$ cat config.mk
export PLATFORM = sky130hd
export DESIGN_NAME = bp_be_stride_prefetch_issuer
export DESIGN_NICKNAME = d
export VERILOG_FILES = /design/src/rtl/bp_be_pkg.sv /design/src/rtl/bp_be_stride_tracker.sv /design/src/rtl/bp_be_stride_prefetch_issuer.sv
export SDC_FILE = /design/constraint.sdc
export NUM_CORES = 1
export LEC_CHECK = 0
export CAP_MARGIN = 20
export CORE_MARGIN = 2
export CORE_UTILIZATION = 55
export CTS_BUF_LIST = sky130_fd_sc_hd__clkbuf_8
export DETAILED_ROUTE_END_ITERATION = 7
export PLACE_DENSITY = 0.9
export SLEW_MARGIN = 20
export SYNTH_ARGS = -nofsm -noshare
export SYNTH_HDL_FRONTEND = slang
export SYNTH_SLANG_ARGS = --single-unit
export TNS_END_PERCENT = 20
$ cat constraint.sdc
create_clock -name clk_i -period 5.5 [get_ports clk_i]
set_input_delay 1.1 -clock clk_i [delete_from_list [all_inputs] [get_ports clk_i]]
set_output_delay 1.1 -clock clk_i [all_outputs]
set_load 0.01 [all_outputs]
$ cat src/rtl/bp_be_pkg.sv
// Shared backend types for the stride prefetch issuer: configuration enum,
// FSM state encoding and the single-entry stride tracker record.
package bp_be_pkg;

  typedef enum logic [0:0] {
    e_bp_default_cfg = 1'b0
  } bp_params_e;

  localparam int bp_vaddr_width_gp = 39;
  localparam int bp_conf_width_gp  = 8;

  function automatic int bp_vaddr_width(input bp_params_e cfg);
    int w;
    case (cfg)
      e_bp_default_cfg: w = bp_vaddr_width_gp;
      default:          w = bp_vaddr_width_gp;
    endcase
    return w;
  endfunction

  typedef enum logic [1:0] {
    e_idle  = 2'd0,
    e_train = 2'd1,
    e_wait  = 2'd2,
    e_issue = 2'd3
  } bp_be_stride_state_e;

  typedef struct packed {
    logic [bp_vaddr_width_gp-1:0] pc;
    logic [bp_vaddr_width_gp-1:0] last_addr;
    logic [bp_vaddr_width_gp-1:0] stride;
    logic [bp_conf_width_gp-1:0]  conf;
  } bp_be_stride_entry_s;

endpackage

$ cat src/rtl/bp_be_stride_tracker.sv
// Single-entry stride trainer: stride subtract/compare, confidence counter
// and registered start/confirm discovery pulses.
module bp_be_stride_tracker
  import bp_be_pkg::*;
#(
  parameter int conf_threshold_p = 3
) (
  input  logic                         clk_i,
  input  logic                         reset_n_i,
  input  logic                         init_i,
  input  logic                         train_en_i,
  input  logic                         track_en_i,
  input  logic [bp_vaddr_width_gp-1:0] ld_pc_i,
  input  logic [bp_vaddr_width_gp-1:0] ld_eaddr_i,
  output bp_be_stride_entry_s          entry_o,
  output logic                         pc_match_o,
  output logic                         confirm_now_o,
  output logic                         start_o,
  output logic                         confirm_o
);

  bp_be_stride_entry_s entry_q, entry_d;
  logic start_q, start_d;
  logic confirm_q, confirm_d;

  logic [bp_vaddr_width_gp-1:0] new_stride;
  logic [bp_conf_width_gp-1:0]  conf_inc;
  logic                         stride_repeat;

  assign new_stride    = ld_eaddr_i - entry_q.last_addr;
  assign conf_inc      = entry_q.conf + 1'b1;
  assign stride_repeat = (new_stride == entry_q.stride) && (new_stride != '0);
  assign pc_match_o    = (ld_pc_i == entry_q.pc);

  always_comb begin
    entry_d   = entry_q;
    start_d   = 1'b0;
    confirm_d = 1'b0;
    if (init_i) begin
      entry_d.pc        = ld_pc_i;
      entry_d.last_addr = ld_eaddr_i;
      entry_d.stride    = '0;
      entry_d.conf      = '0;
    end else if (train_en_i) begin
      entry_d.last_addr = ld_eaddr_i;
      if (stride_repeat) begin
        entry_d.conf = conf_inc;
        start_d      = (entry_q.conf == '0);
        confirm_d    = (conf_inc == bp_conf_width_gp'(conf_threshold_p));
      end else begin
        entry_d.stride = new_stride;
        entry_d.conf   = '0;
      end
    end else if (track_en_i) begin
      // Stride is frozen once confirmed; only the anchor address follows.
      entry_d.last_addr = ld_eaddr_i;
    end
  end

  always_ff @(posedge clk_i or negedge reset_n_i) begin
    if (!reset_n_i) begin
      entry_q   <= '0;
      start_q   <= 1'b0;
      confirm_q <= 1'b0;
    end else begin
      entry_q   <= entry_d;
      start_q   <= start_d;
      confirm_q <= confirm_d;
    end
  end

  assign entry_o       = entry_q;
  assign confirm_now_o = confirm_d;
  assign start_o       = start_q;
  assign confirm_o     = confirm_q;

endmodule

$ cat src/rtl/bp_be_stride_prefetch_issuer.sv
// Trains a stride on committed loads, runs the loop-trip discovery handshake
// and issues stride-ahead prefetches for the returned iteration estimate.
module bp_be_stride_prefetch_issuer
  import bp_be_pkg::*;
#(
  parameter bp_params_e bp_params_p      = e_bp_default_cfg,
  parameter int         iter_width_p     = 8,
  parameter int         conf_threshold_p = 3,
  parameter int         max_prefetch_p   = 32,
  parameter int         timeout_p        = 255,
  localparam int        vaddr_width_p    = bp_vaddr_width(bp_params_p)
) (
  input  logic                     clk_i,
  input  logic                     reset_n_i,
  input  logic                     ld_v_i,
  input  logic [vaddr_width_p-1:0] ld_pc_i,
  input  logic [vaddr_width_p-1:0] ld_eaddr_i,
  output logic                     start_discovery_o,
  output logic                     confirm_discovery_o,
  output logic [vaddr_width_p-1:0] striding_pc_o,
  input  logic [iter_width_p-1:0]  remaining_iterations_i,
  input  logic                     v_i,
  output logic                     yumi_o,
  output logic                     pf_v_o,
  output logic [vaddr_width_p-1:0] pf_addr_o,
  input  logic                     pf_ready_i
);

  localparam int cnt_w_lp   = $clog2(max_prefetch_p + 1);
  localparam int timer_w_lp = $clog2(timeout_p + 1);

  bp_be_stride_state_e state_q, state_d;
  logic [cnt_w_lp-1:0]      count_q, count_d;
  logic [timer_w_lp-1:0]    timer_q, timer_d;
  logic [vaddr_width_p-1:0] next_addr_q, next_addr_d;

  logic                init_en, train_en, track_en;
  logic                pc_match, confirm_now;
  bp_be_stride_entry_s entry;
  logic [cnt_w_lp-1:0] capped_count;

  bp_be_stride_tracker #(
    .conf_threshold_p(conf_threshold_p)
  ) tracker (
    .clk_i        (clk_i),
    .reset_n_i    (reset_n_i),
    .init_i       (init_en),
    .train_en_i   (train_en),
    .track_en_i   (track_en),
    .ld_pc_i      (ld_pc_i),
    .ld_eaddr_i   (ld_eaddr_i),
    .entry_o      (entry),
    .pc_match_o   (pc_match),
    .confirm_now_o(confirm_now),
    .start_o      (start_discovery_o),
    .confirm_o    (confirm_discovery_o)
  );

  always_comb begin
    if (32'(remaining_iterations_i) > 32'(max_prefetch_p)) begin
      capped_count = cnt_w_lp'(max_prefetch_p);
    end else begin
      capped_count = cnt_w_lp'(remaining_iterations_i);
    end
  end

  always_comb begin
    state_d       = state_q;
    count_d       = count_q;
    timer_d       = timer_q;
    next_addr_d   = next_addr_q;
    init_en       = 1'b0;
    train_en      = 1'b0;
    track_en      = 1'b0;
    yumi_o        = 1'b0;
    pf_v_o        = 1'b0;
    pf_addr_o     = '0;
    striding_pc_o = entry.pc;

    unique case (state_q)
      e_idle: begin
        striding_pc_o = '0;
        timer_d       = '0;
        if (ld_v_i) begin
          init_en = 1'b1;
          state_d = e_train;
        end
      end
      e_train: begin
        train_en = ld_v_i && pc_match;
        if (confirm_now) begin
          timer_d = '0;
          state_d = e_wait;
        end
      end
      e_wait: begin
        track_en = ld_v_i && pc_match;
        yumi_o   = v_i;
        // An estimate arriving on the final timeout cycle is still accepted.
        if (v_i) begin
          count_d     = capped_count;
          next_addr_d = entry.last_addr + entry.stride;
          state_d     = (capped_count == '0) ? e_idle : e_issue;
        end else if (timer_q == timer_w_lp'(timeout_p - 1)) begin
          state_d = e_idle;
        end else begin
          timer_d = timer_q + 1'b1;
        end
      end
      e_issue: begin
        pf_v_o    = 1'b1;
        pf_addr_o = next_addr_q;
        if (pf_ready_i) begin
          next_addr_d = next_addr_q + entry.stride;
          count_d     = count_q - 1'b1;
          if (count_q == cnt_w_lp'(1)) begin
            state_d = e_idle;
          end
        end
      end
      default: state_d = e_idle;
    endcase
  end

  always_ff @(posedge clk_i or negedge reset_n_i) begin
    if (!reset_n_i) begin
      state_q     <= e_idle;
      count_q     <= '0;
      timer_q     <= '0;
      next_addr_q <= '0;
    end else begin
      state_q     <= state_d;
      count_q     <= count_d;
      timer_q     <= timer_d;
      next_addr_q <= next_addr_d;
    end
  end

endmodule

==> flow_metrics.tcl <==
set metrics [dict create \
    synth_ff_type "dfrtp_1" \
    timing.final.ws_setup_ns 0.156 \
    dieArea_sq_um 29000 \
    grt_overflow 0 \
    areaGrowthSynthToFinish_pct 25.1 \
    synth_cells 1808 \
    synth_area_leaders "dfrtp_1, ha_1, nand2_1, xnor2_1, a21o_1" \
    grt_max_degree 106 \
    synth.avg_cell_area_sq_um 8.40 \
    cts-root-buf "clkbuf_8" \
    final_common_cell "nand2_1" \
    power_mw 6.36 \
    row_count 60 \
    clk_latency_ns 0.50 \
    outcome "completed" \
    fin_tns_setup_ns 0 \
    fillers 2125 \
    io_buffers 172 \
    power_density_nw_per_um2 335 \
    dp_cells 2444 \
    ys_async_sr_fraction 1.00 \
    end_kind "flop" \
    cts_made_buffers 17 \
    start_util 0.562 \
    drive_above_1_share 0.153 \
    synth_seq_area_share 0.300 \
    hold_viol_final 0 \
    clk_path_buf_depth 2 \
    drc_errors 0 \
    crit_type "in2reg" \
    cts_sinks 182 \
    yosysTopAreaCell "dfrtp_1" \
    vias 15694 \
    drt_iter0_drc 1767 \
    synth_cell_types 95 \
    place_ws_ns -0.450 \
    nNetsFinal 2301 \
    yosys_warnings 0 \
    p_leak_nw 9.12 \
    place_hpwl_mm 41.7 \
    fin_crit_ns 5.34 \
    worstMarginPinSlew_ns 1.08 \
    min_period_over_period 0.972 \
    die_w_microns 170 \
    synth.top_cell.area_share 0.300 \
    firstDrtPassIters 6 \
    fmax_ghz 0.187 \
    cp.arrival_ns 5.72 \
    synth_edf_count 0 \
    wire_per_inst_microns 21.3 \
    syn_nets 1984 \
    synth_area_sq_um 15200 \
    cts_tree "built" \
    multi_input_area_sq_um 9970 \
    setup_viol 0 \
    die_h_microns 170 \
    grt_pass1_wl_mm 82.7 \
    finalNonFillerCells 2479 \
    max-slew-margin-rel 0.282 \
    required_ns 5.87 \
    peakVddDrop_mv 0.205 \
    grt_pass1_vias 15183 \
    hp-class "reg2reg" \
    core_sq_um 27000 \
    layout_common_cells "nand2_1, buf_4, dfrtp_1, clkdlybuf4s50_1, nor2_1" \
    clkSlewWorstSetupHoldPaths_ns 0.10 \
    synth_seq_cells 182 \
    htreeDepth 4 \
    avgViaCountPerCell 6.33 \
    critical_path.max_fanout 9 \
    antenna_found_initial 1 \
    gp_congestion 0.999 \
    wl_mm 52.8 \
    grtUsageTotal 0.365 \
    hold_slack_ns 0.488 \
    start_kind "input port" \
    reg2reg_slack_ns 0.45 \
    drv_cap 0 \
    io_pins 173 \
    finalClockSkew_ns 0.0146 \
    slew_viol_final 0 \
    seq_area_sq_um 4550 \
    postRouteAntennaNets 0 \
]
[through the flow]
step           cell area [sq um]  utilization
3_5_place_dp               18600        0.687
5_1_grt                    19000        0.703
3_3_place_gp               18600        0.687
2_1_floorplan              15200            -
4_1_cts                    18900        0.700
6_report                   19000        0.703
[routing by layer]
layer	GRT usage	vias up	routed length (microns)
met3	0.0737	130	4580
met5	0	-	0
met1	0.490	7564	21800
li1	-	7235	-
met4	0.165	0	2560
met2	0.570	765	23800
[power breakdown]
group	internal [mW]	leakage (nW)	switching [mW]	total (mW)
logic	1.70	6.61	1.94	3.65
clock network	0.324	0.181	0.574	0.898
registers	1.55	2.33	0.264	1.81
[cells by family (layout without fill, tap and decap cells)]
logic type / Yosys count / count (layout) / share of synthesized area
AND/OR/NAND/NOR: 686 / 686 / 0.231
AO/OA/AOI/OAI: 489 / 489 / 0.225
flip-flops: 182 / 182 / 0.300
buffers and inverters: 179 / 508 / 0.0482
XOR/XNOR: 117 / 117 / 0.0748
adder cells (fa/ha/maj): 85 / 85 / 0.0710
multiplexers: 70 / 70 / 0.0501
other: 0 / 1 / 0
[synthesized netlist by cell type (9+ instances only)]
| cell type | instances |
|---|---|
| nand4_1 | 44 |
| or4_1 | 9 |
| mux2i_1 | 22 |
| o21bai_1 | 15 |
| xnor2_1 | 78 |
| o2bb2ai_1 | 11 |
| o21a_1 | 12 |
| ha_1 | 83 |
| and2_1 | 13 |
| nor4_1 | 23 |
| nand3_1 | 50 |
| o31ai_1 | 14 |
| buf_2 | 13 |
| xor2_1 | 31 |
| nor2_1 | 105 |
| clkbuf_1 | 54 |
| a21oi_1 | 101 |
| a21o_1 | 77 |
| a22o_1 | 20 |
| o21ai_0 | 81 |
| nor2b_1 | 42 |
| o211ai_1 | 13 |
| nor3_1 | 26 |
| buf_1 | 15 |
| inv_1 | 92 |
| mux2_2 | 40 |
| nand2b_1 | 32 |
| dfrtp_1 | 182 |
| nand2_1 | 223 |
| or3_1 | 9 |
| and4_1 | 9 |
| and3_1 | 60 |
| o2111ai_1 | 12 |
| a211oi_1 | 21 |
| a31oi_1 | 16 |
[what timing repair did]
| action | 4_1_cts | 5_1_grt |
|---|---|---|
| setup buffers | 0 | 3 |
| hold buffers | 0 | 0 |
| endpoints found under the setup margin | 0 | 42 |
| gates resized for setup | 0 | 7 |
[registers in the layout, summed over array words and instances (netlist names)]
signal / count
count_q: 6
next_addr_q: 39
state_q: 2
timer_q: 8
tracker.confirm_o: 1
tracker.entry_o: 125
tracker.start_o: 1
[layout make-up]
cell class              count  share of cell area
clock inverters            14             0.00632
diodes                      1            0.000132
well taps                 341              0.0225
repair buffers            384               0.176
flip-flops and latches    182               0.240
inverters                  93              0.0184
clock buffers              17              0.0123
multi-input cells        1447               0.525
[path summary, 6_finish.rpt]
check	cells past startpoint	end	start
setup / recovery	17	tracker.entry_o[8]	ld_eaddr_i[1]
max in group asynchronous	2	tracker.entry_o[75]	reset_n_i
min in group asynchronous	1	tracker.entry_o[105]	reset_n_i
hold reg to reg	2	next_addr_q[1]	next_addr_q[1]
hold / removal	2	next_addr_q[1]	next_addr_q[1]
setup reg to reg	17	next_addr_q[38]	state_q[1]
[worst max-delay path, stage by stage]
cell	delay, ns
clkdlybuf4s50_1	0.45
buf_4	0.15
ha_1	0.27
nor2b_1	0.15
o21a_1	0.22
o211ai_1	0.34
a31oi_1	0.13
buf_4	0.17
o311a_1	0.36
xnor2_1	0.31
xnor2_1	0.18
o2111ai_1	0.13
or4b_4	0.50
or4_1	0.62
nand2_4	0.16
buf_12	0.14
mux2_1	0.32
Note: power is estimated with default switching activity, not from simulation.
